`config.mk`:
```
export PLATFORM = sky130hd
export DESIGN_NAME = l2tlb_req_arb
export DESIGN_NICKNAME = d
export VERILOG_FILES = /design/src/rtl/l2tlb_req_arb_pkg.sv /design/src/rtl/l2tlb_src_fifo.sv /design/src/rtl/l2tlb_req_arb.sv
export SDC_FILE = /design/constraint.sdc
export NUM_CORES = 1
export LEC_CHECK = 0
export CORE_ASPECT_RATIO = 0.5
export CORE_MARGIN = 2
export CORE_UTILIZATION = 36
export CTS_BUF_LIST = sky130_fd_sc_hd__clkbuf_8
export CTS_CLUSTER_SIZE = 20
export DETAILED_ROUTE_END_ITERATION = 8
export PLACE_DENSITY = 0.83
export SLEW_MARGIN = 25
export SYNTH_ARGS = -nofsm -noshare
export SYNTH_HDL_FRONTEND = slang
export SYNTH_SLANG_ARGS = --single-unit
```
`constraint.sdc`:
```
create_clock -name clk -period 3.2 [get_ports clk]
set_input_delay 0.48 -clock clk [delete_from_list [all_inputs] [get_ports clk]]
set_output_delay 0.48 -clock clk [all_outputs]
set_load 0.005 [all_outputs]
```
`src/rtl/l2tlb_req_arb_pkg.sv`:
```
// Shared types and defaults for the L2 TLB request arbiter.
// Payload structs for the TLB-to-L2 request and L2-to-TLB ack channels, plus the source-ID encoding.
package l2tlb_req_arb_pkg;

    localparam int unsigned MAX_OUT_DEF = 4;

    localparam int unsigned ASID_W = 8;
    localparam int unsigned VPN_W  = 27;
    localparam int unsigned PPN_W  = 28;
    localparam int unsigned PERM_W = 4;

    typedef struct packed {
        logic [ASID_W-1:0] asid;
        logic [VPN_W-1:0]  vpn;
    } I_dctlbtol2tlb_req_type;

    typedef struct packed {
        logic [PPN_W-1:0]  ppn;
        logic [PERM_W-1:0] perm;
        logic              fault;
    } I_l2tlbtodctlb_ack_type;

    typedef enum logic {
        SRC_D = 1'b0,
        SRC_I = 1'b1
    } src_id_e;

endpackage

```
`src/rtl/l2tlb_src_fifo.sv`:
```
// Source-ID FIFO for outstanding L2 TLB misses; 1-bit entries, simultaneous push/pop (also when full).
// Its occupancy counter doubles as the arbiter's outstanding-request count.
module l2tlb_src_fifo #(
    parameter int unsigned DEPTH = 4,
    parameter int unsigned CNT_W = $clog2(DEPTH + 1)
) (
    input  logic clk,
    input  logic reset,
    input  logic push,
    input  logic push_id,
    input  logic pop,
    output logic head_c,
    output logic full_c,
    output logic empty_c
);

    localparam int unsigned AW = (DEPTH > 1) ? $clog2(DEPTH) : 1;

    logic [DEPTH-1:0] mem;
    logic [AW-1:0]    wr_ptr;
    logic [AW-1:0]    rd_ptr;
    logic [CNT_W-1:0] cnt;
    logic             do_push;
    logic             do_pop;

    assign full_c  = (cnt == CNT_W'(DEPTH));
    assign empty_c = (cnt == '0);
    assign head_c  = mem[rd_ptr];

    // A push at full is only legal when the head leaves in the same cycle.
    assign do_pop  = pop && !empty_c;
    assign do_push = push && (!full_c || do_pop);

    always_ff @(posedge clk) begin
        if (reset) begin
            mem    <= '0;
            wr_ptr <= '0;
            rd_ptr <= '0;
            cnt    <= '0;
        end else begin
            if (do_push) begin
                mem[wr_ptr] <= push_id;
                wr_ptr      <= wr_ptr + AW'(1);
            end
            if (do_pop) begin
                rd_ptr <= rd_ptr + AW'(1);
            end
            case ({do_push, do_pop})
                2'b10:   cnt <= cnt + CNT_W'(1);
                2'b01:   cnt <= cnt - CNT_W'(1);
                default: cnt <= cnt;
            endcase
        end
    end

endmodule

```
`src/rtl/l2tlb_req_arb.sv`:
```
// Arbitrates DCTLB/ICTLB misses onto one registered L2 TLB request stage and steers in-order acks back.
// Define TLB_ARB_FIXED_PRIO_EN to give DCTLB fixed priority instead of round-robin.
module l2tlb_req_arb
    import l2tlb_req_arb_pkg::*;
#(
    parameter int unsigned MAX_OUT = MAX_OUT_DEF,
    parameter int unsigned CNT_W   = $clog2(MAX_OUT + 1)
) (
    input  logic                   clk,
    input  logic                   reset,

    input  logic                   dctlbtol2tlb_req_valid,
    output logic                   dctlbtol2tlb_req_retry,
    input  I_dctlbtol2tlb_req_type dctlbtol2tlb_req,

    input  logic                   ictlbtol2tlb_req_valid,
    output logic                   ictlbtol2tlb_req_retry,
    input  I_dctlbtol2tlb_req_type ictlbtol2tlb_req,

    output logic                   arbtol2tlb_req_valid,
    input  logic                   arbtol2tlb_req_retry,
    output I_dctlbtol2tlb_req_type arbtol2tlb_req,

    input  logic                   l2tlbtoarb_ack_valid,
    output logic                   l2tlbtoarb_ack_retry,
    input  I_l2tlbtodctlb_ack_type l2tlbtoarb_ack,

    output logic                   l2tlbtodctlb_ack_valid,
    input  logic                   l2tlbtodctlb_ack_retry,
    output I_l2tlbtodctlb_ack_type l2tlbtodctlb_ack,

    output logic                   l2tlbtoictlb_ack_valid,
    input  logic                   l2tlbtoictlb_ack_retry,
    output I_l2tlbtodctlb_ack_type l2tlbtoictlb_ack,

    output logic                   arb_err
);

    logic d_v;
    logic i_v;
    logic fifo_head;
    logic fifo_full;
    logic fifo_empty;
    logic head_is_i;
    logic sel_ack_retry;
    logic ack_xfer;
    logic ack_orphan;
    logic oreg_free;
    logic oreg_xfer;
    logic can_accept;
    logic win_i;
    logic grant;

    assign d_v = dctlbtol2tlb_req_valid;
    assign i_v = ictlbtol2tlb_req_valid;

    // Ack steering: the FIFO head names the requester that owns the returning ack.
    assign head_is_i     = (fifo_head == SRC_I);
    assign sel_ack_retry = head_is_i ? l2tlbtoictlb_ack_retry : l2tlbtodctlb_ack_retry;
    assign ack_xfer      = l2tlbtoarb_ack_valid && !fifo_empty && !sel_ack_retry;
    assign ack_orphan    = l2tlbtoarb_ack_valid && fifo_empty && !reset;

    assign l2tlbtoarb_ack_retry   = fifo_empty ? 1'b0 : sel_ack_retry;
    assign l2tlbtodctlb_ack_valid = !reset && l2tlbtoarb_ack_valid && !fifo_empty && !head_is_i;
    assign l2tlbtoictlb_ack_valid = !reset && l2tlbtoarb_ack_valid && !fifo_empty && head_is_i;
    assign l2tlbtodctlb_ack       = l2tlbtoarb_ack;
    assign l2tlbtoictlb_ack       = l2tlbtoarb_ack;

    assign oreg_xfer  = arbtol2tlb_req_valid && !arbtol2tlb_req_retry;
    assign oreg_free  = !arbtol2tlb_req_valid || !arbtol2tlb_req_retry;
    assign can_accept = !reset && oreg_free && (!fifo_full || ack_xfer);

`ifdef TLB_ARB_FIXED_PRIO_EN
    assign win_i = i_v && !d_v;
`else
    src_id_e rr_last;

    // Both valid: the requester not granted most recently wins.
    assign win_i = i_v && (!d_v || (rr_last == SRC_D));

    always_ff @(posedge clk) begin
        if (reset) begin
            rr_last <= SRC_I;
        end else if (grant) begin
            rr_last <= win_i ? SRC_I : SRC_D;
        end
    end
`endif

    assign grant = can_accept && (d_v || i_v);

    // The losing requester always sees retry; the winner or an idle one sees !can_accept.
    assign dctlbtol2tlb_req_retry = !can_accept || (d_v && win_i);
    assign ictlbtol2tlb_req_retry = !can_accept || (i_v && d_v && !win_i);

    always_ff @(posedge clk) begin
        if (reset) begin
            arbtol2tlb_req_valid <= 1'b0;
            arbtol2tlb_req       <= '0;
            arb_err              <= 1'b0;
        end else begin
            if (grant) begin
                arbtol2tlb_req_valid <= 1'b1;
                arbtol2tlb_req       <= win_i ? ictlbtol2tlb_req : dctlbtol2tlb_req;
            end else if (oreg_xfer) begin
                arbtol2tlb_req_valid <= 1'b0;
            end
            if (ack_orphan) begin
                arb_err <= 1'b1;
            end
        end
    end

    l2tlb_src_fifo #(
        .DEPTH (MAX_OUT),
        .CNT_W (CNT_W)
    ) u_src_fifo (
        .clk     (clk),
        .reset   (reset),
        .push    (grant),
        .push_id (win_i),
        .pop     (ack_xfer),
        .head_c  (fifo_head),
        .full_c  (fifo_full),
        .empty_c (fifo_empty)
    );

endmodule

```
==> results.json <==
{
  "status": "complete, no violations",
  "critical-path-max-stage-delay_ns": 0.62,
  "simple_logic_cell_fraction_of_the_synthesized_area": 0.126,
  "routed_wire_length_um": 6880,
  "grt.overflow.total": 0,
  "rsz0062_at_grt": "false",
  "netlist_area_sq_um": 3060,
  "route.detailed.vias_per_inst": 4.65,
  "clk-insertion-delay-late_ns": 0.30,
  "utilization": 0.490,
  "post-route-cell-area_sq_um": 3980,
  "ant_nets": 0,
  "multi_input_comb_area_sq_um": 1470,
  "ff_latch_area_sq_um": 981,
  "final_min_period_over_clock_period": 0.956,
  "finalSetupTns_ns": 0,
  "syn-instance-count": 316,
  "cpMaxStageDelayCell": "mux4_2",
  "hold_ws_ns": 0.477,
  "post_synth.cell_area_avg_sq_um": 9.68,
  "power_switching_mw": 0.589,
  "numPortBuffers": 119,
  "power.share.switching": 0.291,
  "postSynth.asyncResetShare": 0,
  "pwr-share-clk": 0.226,
  "worst-endpoint-required_ns": 2.72,
  "portion_of_total_power_attributed_to_combinational_logic": 0.375,
  "timing.critical_path.to_type": "output port",
  "fp-row-count": 23,
  "portion_of_netlist_area_occupied_by_mux_cells": 0.269,
  "ratio_of_cells_with_drive_above_1_in_the_final_layout": 0.0545,
  "dominantRegCellSynth": "dfxtp_1",
  "sequentialPowerShare": 0.399,
  "crit_path_max_fanout": 8,
  "worst-endpoint-arrival_ns": 2.58,
  "crit_path_cell_trace": "mux4_2 > mux2i_4 > a31oi_1 > a31o_2 > clkdlybuf4s50_1",
  "ys_warn_count": 0,
  "hpwl_um": 5230,
  "grt_antenna_before_repair": 0,
  "cts_tree": "built",
  "final_max_slew_viol_count": 0,
  "cts.clk_slew.worst_paths_ns": 0.09,
  "ctsLongestPathBuffers": 2,
  "synth_top_cell_area_share": 0.321,
  "fp.coreArea_sq_um": 8120,
  "detailedRoute.firstPassIterationCount": 4,
  "gr-usage-all-layers": 0.144,
  "worstMarginPinSlew_ns": 0.816,
  "worst_clock_skew_ns": 0.00352,
  "internal_power_mw": 1.43,
  "synth_area_in_compound_gates": 0.0524,
  "syn_nets": 433,
  "drtIter0Drc": 82,
  "leakage_nw": 1.65,
  "finalWeightedCongestion": 0.826,
  "pin_count_of_the_biggest_net_entering_global_routing": 39,
  "hold_path_class": "flip-flop to flip-flop",
  "post_cts_buffers": 0,
  "cell_type_contributing_the_most_total_cell_area_after_synthesis": "dfxtp_1",
  "floorplan.io_pins": 219,
  "timing_hold_violations_final": 0,
  "num_antenna_cells": 0,
  "post_cts_resized": 0,
  "finalSetupViolCount": 0,
  "synth_fa_ha_area_frac": 0.0270,
  "postCtsHoldBufs": 0,
  "synthDistinctLibCells": 36,
  "initial_cell_density_of_the_core": 0.377,
  "timing.fmax_ghz": 0.327,
  "crit_type": "flip-flop to output port",
  "layout_min_cycle_time_ns": 3.06,
  "dominant_combinational_cell_family_by_area_after_synthesis": "multiplexers",
  "nNetsFinal": 483,
  "sequential_share_of_the_synthesized_area": 0.321,
  "remaining_drc_errors": 0,
  "max_cap_viol_count": 0,
  "max_slew_margin": 0.451,
  "worstSetupStartpointType": "flip-flop",
  "grt_pass1_wl_um": 10800,
  "die_height_um": 69.2,
  "synthTopCellsByArea": "dfxtp_1, mux2i_1, buf_4",
  "cts_sinks": 49,
  "placed_cell_area_sq_um": 3860,
  "fillerInstances": 746,
  "route.vias.total": 2228,
  "clock_tree.root_cell": "clkbuf_8",
  "die_x_um": 134,
  "postSynthRegisterBits": 49,
  "post_synth_xor_area_fraction": 0.00573,
  "power_density_nw_per_um2": 509,
  "finalPower_mw": 2.02,
  "cts_buffers": 5,
  "clock_tree.htree_level_count": 2,
  "fp.dieArea_sq_um": 9290,
  "most_used_standard_cells_in_the_synthesized_netlist": "mux2i_1, buf_4, dfxtp_1",
  "grt_pass1_vias": 2192,
  "yosys.cell_count.top_type": "mux2i_1",
  "vdd_drop_max_v": 0.000200,
  "syn2layout_area_growth_pct": 30.1,
  "synth_edf_count": 0,
  "post_drt_wl_per_cell_um": 14.4
}
## metrics by stage
| stage | setup WS [ns] | cells |
|---|---|---|
| detailed placement | 0.267 | 471 |
| global route | 0.00177 | 479 |
| CTS | 0.121 | 479 |
| global placement | 0.323 | 471 |
| floorplan | 0.269 | 316 |
| finish | 0.141 | 479 |
## layout by cell type, fill, tap and decap left out, drive strengths merged
cell           Yosys  layout
fa                 1       1
bufinv             0       1
o21ai              2       2
ha                 5       5
dfxtp             49      49
a31o               1       1
a32oi              5       5
a21oi              6       6
o2bb2ai            1       1
nand2b            40      40
a2bb2oi            1       1
and2               3       3
a221oi             1       1
o31ai              2       2
nand2              3       3
nor4               3       3
mux2               2       2
buf               72       6
clkbuf            10       6
inv                9      10
nor4b              1       1
a22oi              1       1
nor3               3       3
clkdlybuf4s50      0     119
a21o               1       1
or2                1       1
or4                1       1
xor2               2       2
a31oi              1       1
nor2              10      10
mux4               1       1
mux2i             76      76
or3                2       2
## logic make-up after synthesis
kind of cell             count (synthesis)
adder cells (fa/ha/maj)                  6
XOR/XNOR                                 2
AND/OR/NAND/NOR                         67
flip-flops                              49
multiplexers                            79
AO/OA/AOI/OAI                           22
buffers and inverters                   91
## critical path: cells and delay by family (launching register included)
kind                   cells  cell delay [ns]
AO/OA/AOI/OAI              2             0.46
buffers and inverters      1             0.47
flip-flops                 1             0.40
multiplexers               2             0.95
## registers in the layout (all words and copies together), names as in the netlist
name / flops
u_src_fifo.rd_ptr: 2
arbtol2tlb_req: 35
arb_err: 1
rr_last: 1
u_src_fifo.cnt: 3
arbtol2tlb_req_valid: 1
u_src_fifo.mem: 4
u_src_fifo.wr_ptr: 2
## power by group through the flow
stage	clock (mW)	sequential [mW]	combinational, mW
6_report	0.456	0.808	0.759
5_1_grt	0.490	0.824	0.828
4_1_cts	0.471	0.808	0.767
3_5_place_dp	0	0.822	0.763
3_3_place_gp	0	0.816	0.749
2_1_floorplan	0	0.820	0.450
## final cells by class
class	instances	area share
inverter	9	0.00849
tap	112	0.0352
clock inverter	2	0.00849
timing repair buffer	125	0.311
multi-input combinational	176	0.370
clock buffer	6	0.0208
sequential	49	0.247
## path summary, 6_finish.rpt
kind | startpoint | endpoint | slack [ns] | cells after the start
worst max register to register | u_src_fifo.rd_ptr[0] | u_src_fifo.cnt[2] | 0.43 | 9
worst min register to register | arbtol2tlb_req[32] | arbtol2tlb_req[32] | 0.48 | 2
worst max-delay path | u_src_fifo.rd_ptr[0] | ictlbtol2tlb_req_retry | 0.14 | 5
worst min-delay path | arbtol2tlb_req[32] | arbtol2tlb_req[32] | 0.48 | 2
## per-layer routing
layer / routed length (um) / track usage / vias to the layer above
li1: - / - / 1112
met1: 2710 / 0.152 / 1010
met2: 3510 / 0.265 / 80
met3: 519 / 0.0482 / 26
met4: 143 / 0.0561 / 0
met5: 0 / 0 / -
Power figures use the tool's default switching activity.
